`src/rtl/program_sequencer.sv`:
```
// Program sequencer: fetches 12-bit words from a combinational ROM, issues one
// instruction per cycle to the ICU, and handles JMP/RTN through a small return stack.
package program_sequencer_pkg;
  typedef enum logic [3:0] {
    OP_NOPO = 4'h0, OP_LD   = 4'h1, OP_LDC  = 4'h2, OP_AND  = 4'h3,
    OP_ANDC = 4'h4, OP_OR   = 4'h5, OP_ORC  = 4'h6, OP_XNOR = 4'h7,
    OP_STO  = 4'h8, OP_STOC = 4'h9, OP_IEN  = 4'hA, OP_OEN  = 4'hB,
    OP_JMP  = 4'hC, OP_RTN  = 4'hD, OP_SKZ  = 4'hE, OP_NOPF = 4'hF
  } instruction_t;
endpackage

module program_sequencer
  import program_sequencer_pkg::*;
#(
  parameter int STACK_DEPTH = 4
) (
  input  logic         clk,
  input  logic         rst,
  output logic [7:0]   mem_addr,
  input  logic [11:0]  mem_data,
  input  logic         jmp,
  input  logic         rtn,
  input  logic         flag_f,
  input  logic         resume,
  output instruction_t instr,
  output logic [7:0]   io_addr,
  output logic         halted,
  output logic         stk_err,
  output logic [3:0]   sp
);

  typedef enum logic {S_RUN = 1'b0, S_HALT = 1'b1} state_t;

  localparam logic [3:0] DEPTH = 4'(STACK_DEPTH);

  state_t       r_state, w_state;
  logic [7:0]   r_pc, w_pc;
  logic [7:0]   r_iss_pc, w_iss_pc;
  instruction_t r_instr, w_instr;
  logic [7:0]   r_io_addr, w_io_addr;
  logic [3:0]   r_sp, w_sp;
  logic         r_stk_err, w_stk_err;
  logic         w_push;
  logic [7:0]   r_stack [8];
  logic [2:0]   w_top_idx;

  assign w_top_idx = 3'(r_sp - 4'd1);

  always_ff @(posedge clk or negedge rst) begin
    if (!rst) begin
      r_state   <= S_RUN;
      r_pc      <= 8'h00;
      r_iss_pc  <= 8'h00;
      r_instr   <= OP_NOPO;
      r_io_addr <= 8'h00;
      r_sp      <= 4'd0;
      r_stk_err <= 1'b0;
    end else begin
      r_state   <= w_state;
      r_pc      <= w_pc;
      r_iss_pc  <= w_iss_pc;
      r_instr   <= w_instr;
      r_io_addr <= w_io_addr;
      r_sp      <= w_sp;
      r_stk_err <= w_stk_err;
    end
  end

  // Stack contents are don't-care after reset, so they carry no reset term.
  always_ff @(posedge clk) begin
    if (w_push) r_stack[r_sp[2:0]] <= r_iss_pc + 8'd1;
  end

  always_comb begin
    w_state   = r_state;
    w_pc      = r_pc;
    w_iss_pc  = r_iss_pc;
    w_instr   = r_instr;
    w_io_addr = r_io_addr;
    w_sp      = r_sp;
    w_stk_err = r_stk_err;
    w_push    = 1'b0;
    case (r_state)
      S_RUN: begin
        if (jmp) begin
          // Target is the operand of the JMP currently held in io_addr.
          w_pc      = r_io_addr;
          w_instr   = OP_NOPO;
          w_io_addr = 8'h00;
          if (r_sp < DEPTH) begin
            w_push = 1'b1;
            w_sp   = r_sp + 4'd1;
          end else begin
            w_stk_err = 1'b1;
          end
        end else if (rtn) begin
          w_instr   = OP_NOPO;
          w_io_addr = 8'h00;
          if (r_sp != 4'd0) begin
            w_pc = r_stack[w_top_idx];
            w_sp = r_sp - 4'd1;
          end else begin
            w_pc = r_pc + 8'd1;
          end
        end else if (flag_f) begin
          w_state   = S_HALT;
          w_instr   = OP_NOPO;
          w_io_addr = 8'h00;
        end else begin
          w_instr   = instruction_t'(mem_data[11:8]);
          w_io_addr = mem_data[7:0];
          w_iss_pc  = r_pc;
          w_pc      = r_pc + 8'd1;
        end
      end
      S_HALT: begin
        w_instr   = OP_NOPO;
        w_io_addr = 8'h00;
        if (resume) w_state = S_RUN;
      end
      default: w_state = S_RUN;
    endcase
  end

  assign mem_addr = r_pc;
  assign instr    = r_instr;
  assign io_addr  = r_io_addr;
  assign halted   = (r_state == S_HALT);
  assign stk_err  = r_stk_err;
  assign sp       = r_sp;

endmodule
```
`config.mk`:
```
export PLATFORM = sky130hd
export DESIGN_NAME = program_sequencer
export DESIGN_NICKNAME = d
export VERILOG_FILES = /design/src/rtl/program_sequencer.sv
export SDC_FILE = /design/constraint.sdc
export NUM_CORES = 1
export LEC_CHECK = 0
export ABC_AREA = 0
export CAP_MARGIN = 15
export CORE_ASPECT_RATIO = 1.25
export CORE_MARGIN = 2
export CORE_UTILIZATION = 30
export DETAILED_ROUTE_END_ITERATION = 6
export GPL_ROUTABILITY_DRIVEN = 0
export GPL_TIMING_DRIVEN = 0
export PLACE_DENSITY = 0.52
export SETUP_SLACK_MARGIN = 0.1
export SLEW_MARGIN = 20
export SYNTH_ARGS = -nofsm -noshare
export SYNTH_HDL_FRONTEND = slang
export SYNTH_SLANG_ARGS = --single-unit
```
`constraint.sdc`:
```
create_clock -name clk -period 3.43 [get_ports clk]
set_input_delay 0.686 -clock clk [delete_from_list [all_inputs] [get_ports clk]]
set_output_delay 0.686 -clock clk [all_outputs]
set_load 0.01 [all_outputs]
```
After elaboration in Yosys (flattened, before gate mapping)
Memories as Yosys holds them, arrays and structs flattened. Index checks and enable logic that the tools add are counted.

Output and inout port bits: 26. Bits in writable memories: 64. Memories kept: 1. Input bits: 18. Flip-flop bits (word level): 34. Word-level logic and storage cells: 53.

Magnitude comparators: 1. Bitwise gates (word level): 5. Add/subtract/negate cells: 4. Reductions and logical operators: 7. Multiplexer cells: 26. Eq/ne operators: 2.

Memories: r_stack (words 8, width 8, rd ports 1, clocked after Yosys merged registers in 0, wr ports 1, line 44) `logic [7:0] r_stack [8];`.

Operators by type and width (count): two-way mux 8 bit (7); two-way mux 4 bit (7); adder 8 x 1 -> 8 bit, second input constant (2); case mux 8 bit (2 select lines) (1); two-way mux 1 bit (9); case mux 4 bit (2 select lines) (1); AND reduction 4 bit (2); inverter 1 bit (5); adder 4 x 1 -> 4 bit, second input constant (1); less-than comparator 4 x 3 -> 1 bit, second input constant (1); nonzero test 2 bit (2); nonzero test 4 bit (1); subtractor 4 x 1 -> 4 bit, second input constant (1); != test 3 bit, second input constant (1); AND reduction 3 bit (1); != test 2 x 1 -> 1 bit, second input constant (1); case mux 1 bit (2 select lines) (1); AND reduction 2 bit (1).

Logic depth before layout (Yosys ltp)
Depth in word-level cells: 6. Gate-level depth with buffers: 9. Mapped depth without buffers: 6.

Least setup slack after synthesis
No wires, ideal clock.

Kind: reg-to-reg. Start: register r_sp[0], in the netlist sp[0]. End: register r_pc[5], in the netlist mem_addr[5]. Slack: 0.928 ns. Arrival: 2.356 ns. Library setup time: 0.146 ns. Required time: 3.284 ns. Path buffers: 3. Cell stages (with the launch flop): 10. Cell sequence: dfrtp_1 -> buf_2 -> inv_1 -> ha_1 -> clkbuf_1 -> buf_2 -> mux4_2 -> mux2_2 -> nand2_1 -> o311ai_0.

Cells in the longest elaborated chain, start to end: 5. Elaborated cells between the ends (all ways): 6. Those cells by class: add/sub (1); mux (3); reduce/logical (1); memory (1).

Ends and longest elaborated chain: start, declared (line 41) `logic [3:0] r_sp, w_sp;`; start signal, assigned (line 64) `r_sp <= w_sp;`; subtractor 4 x 1 -> 4 bit; memory read (8 x 8 bit); two-way mux 8 bit (*) (line 99) `if (r_sp != 4'd0) begin`; two-way mux 8 bit (*) (line 96) `end else if (rtn) begin`; two-way mux 8 bit (*) (line 85) `if (jmp) begin`; end signal, assigned (line 60) `r_pc <= w_pc;`; end, declared (line 37) `logic [7:0] r_pc, w_pc;`.

Every way passes the cells marked *; elsewhere a longest branch is shown, timed or not. A chain may end at the register's enable or synchronous reset.

Worst setup path after layout
Ends and elaborated chain as after synthesis.

==> flow_metrics.py <==
metrics = {
    "global_routing": {
        "grt_start_max_net_pins": 31,
        "grt_pass1_wl_um": 14200,
        "grt.total_usage": 0.133,
        "first_global_vias": 2516,
        "grt_antenna_before_repair": 0,
        "grt_overflow_total": 0,
    },
    "clocking": {
        "clock_tree.buffer_depth": 2,
        "cts_setup_buffers": 0,
        "numCtsBuffers": 9,
        "clkTransAtPathRegs_ns": 0.07,
        "clock_sink_count": 98,
        "tritoncts": "built",
        "postCtsResizedCells": 0,
        "clock_tree.htree_level_count": 3,
        "clock_tree.root_cell": "sky130_fd_sc_hd__clkbuf_16",
        "clkLatencyLatePin_ns": 0.35,
        "cts-hold-fix-buffers": 0,
    },
    "worst_setup_path": {
        "critical_path.slowest_cell": "sky130_fd_sc_hd__dfrtp_1",
        "reg2reg_setup_slack_ns": 0.35,
        "required_ns": 3.63,
        "worstPathArrival_ns": 3.28,
        "critPathMaxFanout": 10,
        "cp_cell_sequence": "buf_2, inv_1, ha_1, clkbuf_1, buf_2, mux4_2, mux2_2, nand2_1, o311ai_0",
        "worst_setup_path_end_kind": "flip-flop",
        "worst_r2r_startpoint": "sp[0]$_DFFE_PN0P_",
        "ff2ff_path_depth": 9,
        "critical_path.top_delay_family": "buffers and inverters",
        "setup.worst_path.class": "flip-flop to flip-flop",
        "critPathLaunchType": "flip-flop",
        "critical_path.n_buffers_inverters": 4,
        "critical-path-max-stage-delay_ns": 0.50,
        "critical_path_cell_count": 9,
        "crit_path_start": "sp[0]$_DFFE_PN0P_",
        "rr_endpoint": "mem_addr[5]$_DFFE_PN0P_",
        "endpoint": "mem_addr[5]$_DFFE_PN0P_",
        "worst_path_most_repeated_cell": "sky130_fd_sc_hd__buf_2",
    },
    "synthesis": {
        "yosysWarningCount": 0,
        "avgSynthCellArea_um2": 15.8,
        "synth.mux.area_fraction": 0.131,
        "yosysTopAreaCellShare": 0.464,
        "largest_family_of_logic_cells_by_synthesized_area": "multiplexers",
        "ys_async_sr_fraction": 0.347,
        "synth_xor_area_frac": 0.0272,
        "synthDominantAreaCellType": "sky130_fd_sc_hd__edfxtp_1",
        "synthAdderAreaFrac": 0.0121,
        "synth_ff_type": "sky130_fd_sc_hd__edfxtp_1",
        "post_synthesis_sequential_area_ratio": 0.669,
        "postSynthRegisterBits": 98,
        "ys_types": 51,
        "synth-simple-area-share": 0.0879,
        "compound_cell_area_share_of_the_yosys_netlist": 0.0492,
        "ranking_of_synthesized_cells_by_area": "sky130_fd_sc_hd__edfxtp_1 (46%), sky130_fd_sc_hd__dfrtp_1 (21%), sky130_fd_sc_hd__mux4_2 (8.7%)",
        "post_synth_instance_area_um2": 4140,
        "synth_enable_flop_cells": 64,
        "synth_cells": 263,
    },
    "routing": {
        "drt_drc_violations_left": 0,
        "drtAntennaViolNets": 0,
        "drt_iter0_markers": 96,
        "via_count": 2422,
        "drt_pass1_iterations": 4,
        "vias_per_cell": 4.57,
        "wl_um": 8860,
        "avgRoutedWirePerCell_um": 16.7,
    },
    "place": {
        "portBuffers": 43,
        "placement.cell_area_um2": 4950,
        "place.detailed.hpwl_um": 6290,
        "dp_cells": 514,
    },
    "final_layout": {
        "area_growth_pct": 25.9,
        "n_antenna_cell": 0,
        "final_common_cell": "sky130_fd_sc_hd__edfxtp_1",
        "final_cell_area_um2": 5220,
        "fraction_of_layout_cells_with_a_size_suffix_above_1": 0.175,
        "layoutNonFillerInstCount": 530,
        "number_of_nets_in_the_layout": 372,
        "commonest_non_fill_non_tap_cells_in_the_layout": "sky130_fd_sc_hd__edfxtp_1 (64), sky130_fd_sc_hd__clkdlybuf4s50_1 (42), sky130_fd_sc_hd__dfrtp_1 (34)",
    },
    "timing": {
        "final-setup-viol-count": 0,
        "hold-worst-slack_ns": 0.161,
        "timing.slew.headroom": 0.426,
        "report.final.hold_viol_count": 0,
        "final-max-slew-violation-count": 0,
        "transition_time_of_the_tightest_slew_check_pin_ns": 0.857,
        "setup-tns-final_ns": 0,
        "finClkSkew_ns": 0.00715,
        "post-route-period-util": 0.897,
        "rsz0062_at_grt": "false",
        "max_freq_mhz": 325,
        "final.min_clock_period_ns": 3.08,
    },
    "hold_path": {
        "hp-class": "input pin to async pin",
    },
    "power": {
        "vdd_ir_drop_max_v": 0.000312,
        "share_seq_of_total_power": 0.432,
        "p_per_area_nw_per_um2": 859,
        "power_frac_comb": 0.360,
        "power_frac_clock": 0.207,
        "power.switching_w": 0.00150,
        "internal_power_w": 0.00298,
        "swShare": 0.335,
        "static-leakage-power_nw": 1.98,
    },
    "floorplanning": {
        "floorplan.io_pins": 44,
        "rows": 48,
        "die_width_um": 109,
        "core_um2": 13600,
        "fp.dieH_um": 135,
        "fp.dieArea_um2": 14800,
        "floorplan.initialDensity": 0.304,
    },
    "run_status": {
        "outcome": "finished, final reports clean",
    },
    "flow_run": {
        "max_cap_viol_count": 0,
    },
}
## state kept, by name (all words and copies together) (netlist names)
signal	flops
mem_addr	8
r_stack	64
sp	4
instr	4
r_iss_pc	8
halted	1
io_addr	8
stk_err	1
## stage by stage
stage / utilization / worst slack (ns) / total power [W]
CTS: 0.383 / 0.283 / 0.00457
global route: 0.383 / 0.141 / 0.00476
floorplan: - / 0.928 / 0.00296
detailed placement: 0.363 / 0.291 / 0.00364
global placement: 0.360 / -0.0333 / 0.00358
finish: 0.383 / 0.353 / 0.00448
## how the worst min path moves through the flow
| stage | start | endpoint | cells after the start |
|---|---|---|---|
| final | rst | sp[0]$_DFFE_PN0P_ | 1 |
| after global routing | rst | sp[0]$_DFFE_PN0P_ | 1 |
| after CTS | rst | sp[0]$_DFFE_PN0P_ | 1 |
| after detailed placement | stk_err$_DFFE_PN0P_ | stk_err$_DFFE_PN0P_ | 1 |
| after global placement | stk_err$_DFFE_PN0P_ | stk_err$_DFFE_PN0P_ | 1 |
| after floorplan | rst | halted$_DFF_PN0_ | 0 |
## cell usage after synthesis (4+ instances only)
cell type and count:
sky130_fd_sc_hd__nand3_1 4, sky130_fd_sc_hd__buf_2 6, sky130_fd_sc_hd__xor2_1 4, sky130_fd_sc_hd__nor3_1 5, sky130_fd_sc_hd__mux2_2 10, sky130_fd_sc_hd__and3_1 4, sky130_fd_sc_hd__mux4_2 16, sky130_fd_sc_hd__nand2_1 13
sky130_fd_sc_hd__and2_1 13, sky130_fd_sc_hd__ha_1 4, sky130_fd_sc_hd__dfrtp_1 34, sky130_fd_sc_hd__nor2_1 8, sky130_fd_sc_hd__o21ai_0 9, sky130_fd_sc_hd__xnor2_1 7, sky130_fd_sc_hd__a21oi_1 4, sky130_fd_sc_hd__inv_1 6
sky130_fd_sc_hd__nor2b_1 4, sky130_fd_sc_hd__edfxtp_1 64, sky130_fd_sc_hd__mux2i_1 7
## power by group through the flow
stage               sequential [W]  clock (W)  combinational (W)
detailed placement         0.00197          0            0.00167
CTS                        0.00194   0.000951            0.00167
floorplan                  0.00191          0            0.00104
finish                     0.00194   0.000929            0.00161
global route               0.00198   0.000998            0.00178
global placement           0.00195          0            0.00163
## kinds of logic (layout without fill, tap and decap cells)
family | count (synthesis) | in the layout
flops | 98 | 98
simple gates | 66 | 66
mux | 33 | 33
compound gates | 30 | 30
buf+inv | 19 | 80
xor+xnor | 12 | 12
fa+ha+maj | 4 | 4
other cells | 1 | 32
## cell type report
type / count / area (µm²)
repair buffers: 45 / 453
inverters: 7 / 26.3
plain buffers: 12 / 67.6
clock inverters: 7 / 43.8
multi-input cells: 177 / 1410
flip-flops and latches: 98 / 2770
clock buffers: 9 / 225
fillers: 1314 / 8420
well taps: 175 / 219
## layer usage
layer / wire length (µm) / track usage / share of wire
met3: 319 / 0.0351 / 0.036
met1: 3760 / 0.163 / 0.42
met5: 0 / 0 / 0
met2: 4630 / 0.223 / 0.52
met4: 148 / 0.0477 / 0.017
(Power assumes the default switching activity.)
==> variant 1: new RTL, config.mk and constraints unchanged <==
Add an input register stage for `mem_data`, `jmp`, `rtn`, `flag_f` and `resume`; this delays them by one clock.
--- a/src/rtl/program_sequencer.sv
+++ b/src/rtl/program_sequencer.sv
@@ -34,2 +34,16 @@
   localparam logic [3:0] DEPTH = 4'(STACK_DEPTH);
+
+  logic [11:0] mem_data_q;
+  logic jmp_q;
+  logic rtn_q;
+  logic flag_f_q;
+  logic resume_q;
+
+  always_ff @(posedge clk) begin
+    mem_data_q <= mem_data;
+    jmp_q      <= jmp;
+    rtn_q      <= rtn;
+    flag_f_q   <= flag_f;
+    resume_q   <= resume;
+  end
 
@@ -84,3 +98,3 @@
       S_RUN: begin
-        if (jmp) begin
+        if (jmp_q) begin
           // Target is the operand of the JMP currently held in io_addr.
@@ -95,3 +109,3 @@
           end
-        end else if (rtn) begin
+        end else if (rtn_q) begin
           w_instr   = OP_NOPO;
@@ -104,3 +118,3 @@
           end
-        end else if (flag_f) begin
+        end else if (flag_f_q) begin
           w_state   = S_HALT;
@@ -109,4 +123,4 @@
         end else begin
-          w_instr   = instruction_t'(mem_data[11:8]);
-          w_io_addr = mem_data[7:0];
+          w_instr   = instruction_t'(mem_data_q[11:8]);
+          w_io_addr = mem_data_q[7:0];
           w_iss_pc  = r_pc;
@@ -118,3 +132,3 @@
         w_io_addr = 8'h00;
-        if (resume) w_state = S_RUN;
+        if (resume_q) w_state = S_RUN;
       end
Formal check against the unedited RTL: not equivalent (Yosys sat finds a counterexample within 4 cycles, from zero or initial values and one cycle with rst low).
==> variant 1 against the original RTL <==
- critical path depth fell by 1
- count of clock-buffer cells in the layout rose by 15
- first-iteration DRC count rose by 29%
- cell count rose by 13%
- setup slack got worse by 0.064 ns
- sequential cell count rose by 16
- routed wire length rose by 9.3%
- via count rose by 14%
- combinational power rose by 4%
- area after synthesis rose by 6.7%
- sequential share of layout area fell by 0.15 points
- final area rose by 12%
- power rose by 22%
==> variant 1: results (changes against the original RTL) <==
- Status: finished clean (unchanged)
- Reg-to-reg endpoint: mem_addr[2] (was mem_addr[5])
- Post-layout net count: 429 (was 372)
- Gr usage total: 0.135 (was 0.133)
- Filler instances: 1356 (was 1314)
- Metal3 WL: 259 um (was 319 um)
- Post-synth top cells: edfxtp_1, nand2_1, dfrtp_1 (was edfxtp_1, dfrtp_1, mux4_2)
- DP HPWL: 7.03 mm (was 6.29 mm)
- WP data arrival: 3.39 ns (was 3.28 ns)
- Clock network power: 1.71 mW (was 0.929 mW)
- R2R setup slack: 0.29 ns (was 0.35 ns)
- Worst skew pair latency: 0.40 ns (was 0.35 ns)
- Logic power comb: 1.67 mW (was 1.61 mW)
- CTS H-tree depth: 4 (was 3)
- Placed cell area: 5240 um2 (was 4950 um2)
- Switching Share: 0.322 (was 0.335)
- CTS buffer count: 17 (was 9)
- Yosys cell types: 44 (was 51)
- Fin cells: 598 (was 530)
- Sequential share of the synthesized area: 0.699 (was 0.669)
- Worst slew pin tran: 0.872 ns (was 0.857 ns)
- DRT iter0 DRCs: 124 (was 96)
- Layout cell share with drive strength beyond 1: 0.155 (was 0.175)
- GR Util met2: 0.220 (was 0.223)
- Clock Pin Slew Worst Setup and Hold Paths: 0.05 ns (was 0.07 ns)
- Placed instance count: 566 (was 514)
## variant 1: cell count changes after synthesis, moves of 4 or more
cell,unedited run,this run
dfxtp_1,0,16
mux4_2,16,9
nand2_1,13,39
nand3_1,4,12
nand4_1,2,7
o21ai_0,9,13
## variant 1: cell families (layout without fill, tap and decap cells)
| logic type | after synthesis | in the layout | share of synthesized area |
|---|---|---|---|
| buffers and inverters | 19 | 97 | 0.0192 |
| other | 1 | 32 | 0.000848 |
| flip-flops | 114 | 114 | 0.699 |
| AND/OR/NAND/NOR | 99 | 99 | 0.112 |
| XOR/XNOR | 13 | 13 | 0.0258 |
| multiplexers | 20 | 20 | 0.0727 |
| adder cells (fa/ha/maj) | 4 | 4 | 0.0113 |
| AO/OA/AOI/OAI | 41 | 41 | 0.0583 |
## variant 1: final cells by class
class	instances	share of cell area
well taps	178	0.0382
clock buffers	24	0.0898
inverters	7	0.00450
plain buffers	12	0.0101
clock inverters	8	0.0120
multi-input cells	209	0.236
repair buffers	46	0.0789
flip-flops and latches	114	0.530
==> variant 2: new RTL, config.mk and constraints unchanged <==
Made on the original files. Register the output `instr` once more, without a reset; this adds one clock of latency there. The other outputs are not delayed to match.
--- a/src/rtl/program_sequencer.sv
+++ b/src/rtl/program_sequencer.sv
@@ -125,3 +125,5 @@
   assign mem_addr = r_pc;
-  assign instr    = r_instr;
+  always_ff @(posedge clk) begin
+    instr <= r_instr;
+  end
   assign io_addr  = r_io_addr;
Check against the original RTL: not equivalent (Yosys sat finds a counterexample within 4 cycles, from zero or initial values and one cycle with rst low).
==> variant 2 against the original RTL <==
- cell count rose by 1.5%
- final area grew 1.9%
- setup slack better by 0.13 ns
- sequential cell count increased by 4
- routed wire length up 1.3%
- power increased by 1.5%
- clock power increased by 11%
- worst hold slack better by 0.0070 ns
- via count rose by 3.9%
- area after synthesis rose by 1.1%
- global-route usage decreased by 0.12 points
- largest cell class unchanged
- highest routed layer unchanged
==> variant 2: results (changes against the original RTL) <==
- Status: finished clean (unchanged)
- Placed instance count: 523 (was 514)
- Largest net degree at the start of global routing: 30 (was 31)
- CTS H-tree depth: 3 (unchanged)
- CP peak stage delay: 0.59 ns (was 0.50 ns)
- Worst vdd ir: 0.329 mV (was 0.312 mV)
- Post-synth EDFFs: 64 (unchanged)
- DRT iter0 DRCs: 104 (was 96)
- Ys flop type: edfxtp_1 (unchanged)
- First-pass GRT wire length: 14.2 mm (about the same)
- Gr usage total: 0.131 (was 0.133)
- Clock Pin Slew Worst Setup and Hold Paths: 0.07 ns (about the same)
- Fraction of registers with async set/reset: 0.333 (was 0.347)
- Port Buf Inserts: 43 (unchanged)
- DRT Wirelength: 8.97 mm (was 8.86 mm)
- Filler instances: 1324 (was 1314)
- Layout cell share with drive strength beyond 1: 0.163 (was 0.175)
- Post-Synthesis Cells: 269 (was 263)
- DP HPWL: 6.41 mm (was 6.29 mm)
- CTS buffer count: 9 (unchanged)
- Pre-CTS setup slack: -0.422 ns (was 0.291 ns)
- Yosys cell types: 45 (was 51)
- Post-synth top cells: edfxtp_1, dfrtp_1, mux4_2 (unchanged)
- Main area contributors after synthesis: edfxtp_1, dfrtp_1, mux4_2, mux2_2, and2_1 (unchanged)
- LEAKAGE: 2.01 nW (was 1.98 nW)
- Min-delay worst type: input port to async pin (unchanged)
- Pre-Repair DR Iteration Count: 4 (unchanged)
- Sequential share of the synthesized area: 0.681 (was 0.669)
- Worst slew pin tran: 0.817 ns (was 0.857 ns)
- WP data arrival: 3.18 ns (was 3.28 ns)
- Reg2Reg Depth: 8 (was 9)
- Pins Over Slew Limit: 0 (unchanged)
- Critical-path top delay cell: ha_1 (was dfrtp_1)
- Setup Skew: 0.00841 ns (was 0.00715 ns)
- Max reg flops: 64 (unchanged)
- Fin cells: 538 (was 530)
- Postcts setup bufs: 0 (unchanged)
- CP endpoint: mem_addr[3] (was mem_addr[5])
- Clock buffer depth: 2 (unchanged)
- Clk Tree Root Cell: clkbuf_16 (unchanged)
- R2R setup slack: 0.48 ns (was 0.35 ns)
- Setup crit start: sp[0] (unchanged)
- Reg-to-reg endpoint: mem_addr[3] (was mem_addr[5])
- Number of vias per cell: 4.68 (was 4.57)
- Initial antenna violation count: 0 (unchanged)
- Tcrit/Tclk final: 0.859 (was 0.897)
- Synth-to-layout area growth: 26.8% (was 25.9%)
- Switching pwr: 1.49 mW (was 1.50 mW)
- Crit-path max FO: 10 (unchanged)
- Inserted Diodes: 0 (unchanged)
- Worst skew pair latency: 0.35 ns (about the same)
- Vias in the first global route: 2578 (was 2516)
- Post-layout net count: 380 (was 372)
## variant 2: final cells by class
class                      instances  area, um2  area share
timing repair buffer              48        475      0.0894
clock inverter                     7       70.1      0.0132
tap                              175        219      0.0412
inverter                           7       26.3     0.00494
multi-input combinational        179       1400       0.264
clock buffer                       9        225      0.0424
sequential                       102       2850       0.537
buffer                            11       45.0     0.00847
## variant 2: logic make-up after synthesis
kind of cell | Yosys count | synth area share
flip-flops | 102 | 0.681
buffers and inverters | 19 | 0.0173
adder cells (fa/ha/maj) | 4 | 0.0119
AND/OR/NAND/NOR | 67 | 0.0863
multiplexers | 32 | 0.127
other | 1 | 0.000895
AO/OA/AOI/OAI | 33 | 0.0513
XOR/XNOR | 11 | 0.0248
## variant 2: how the worst min path moves through the flow
stage,startpoint,to,slack [ns],depth (start not counted)
2_1_floorplan,r_instr[0],instr[0],0.32,0
3_3_place_gp,r_instr[0],instr[0],0.33,0
3_5_place_dp,r_instr[1],instr[1],0.33,0
4_1_cts,rst,sp[3],0.16,1
5_1_grt,rst,sp[3],0.15,1
6_report,rst,sp[3],0.17,1
## variant 2: repair_timing
item / in CTS / in global routing
resized for setup: 2 / 0
hold buffers: 0 / 0
setup endpoints to repair: 6 / 1
## variant 2: through the flow
stage,instance area [um2],util
finish,5320,0.387
CTS,5320,0.387
detailed placement,5020,0.365
floorplan,4310,-
global placement,4960,0.360
global route,5320,0.387
## variant 2: metal layers
| layer | wire (um) | vias up | track usage |
|---|---|---|---|
| li1 | - | 1163 | - |
| met1 | 3860 | 1275 | 0.159 |
| met2 | 4550 | 65 | 0.223 |
| met3 | 375 | 14 | 0.0278 |
| met4 | 182 | 0 | 0.0598 |
| met5 | 0 | - | 0 |
## variant 2: power by group through the flow
stage | sequential (mW) | combinational (mW) | clock, mW
6_report | 1.97 | 1.55 | 1.03
5_1_grt | 2.01 | 1.71 | 1.12
4_1_cts | 1.97 | 1.60 | 1.06
3_5_place_dp | 1.99 | 1.58 | 0
3_3_place_gp | 1.98 | 1.54 | 0
2_1_floorplan | 1.95 | 0.997 | 0
## variant 2: worst max-delay path, delay by kind of cell, from the launching register on
family	cells	cell delay, ns
compound gates	1	0.15
fa+ha+maj	1	0.59
buf+inv	3	0.93
flops	1	0.45
mux	2	0.58
simple gates	1	0.13
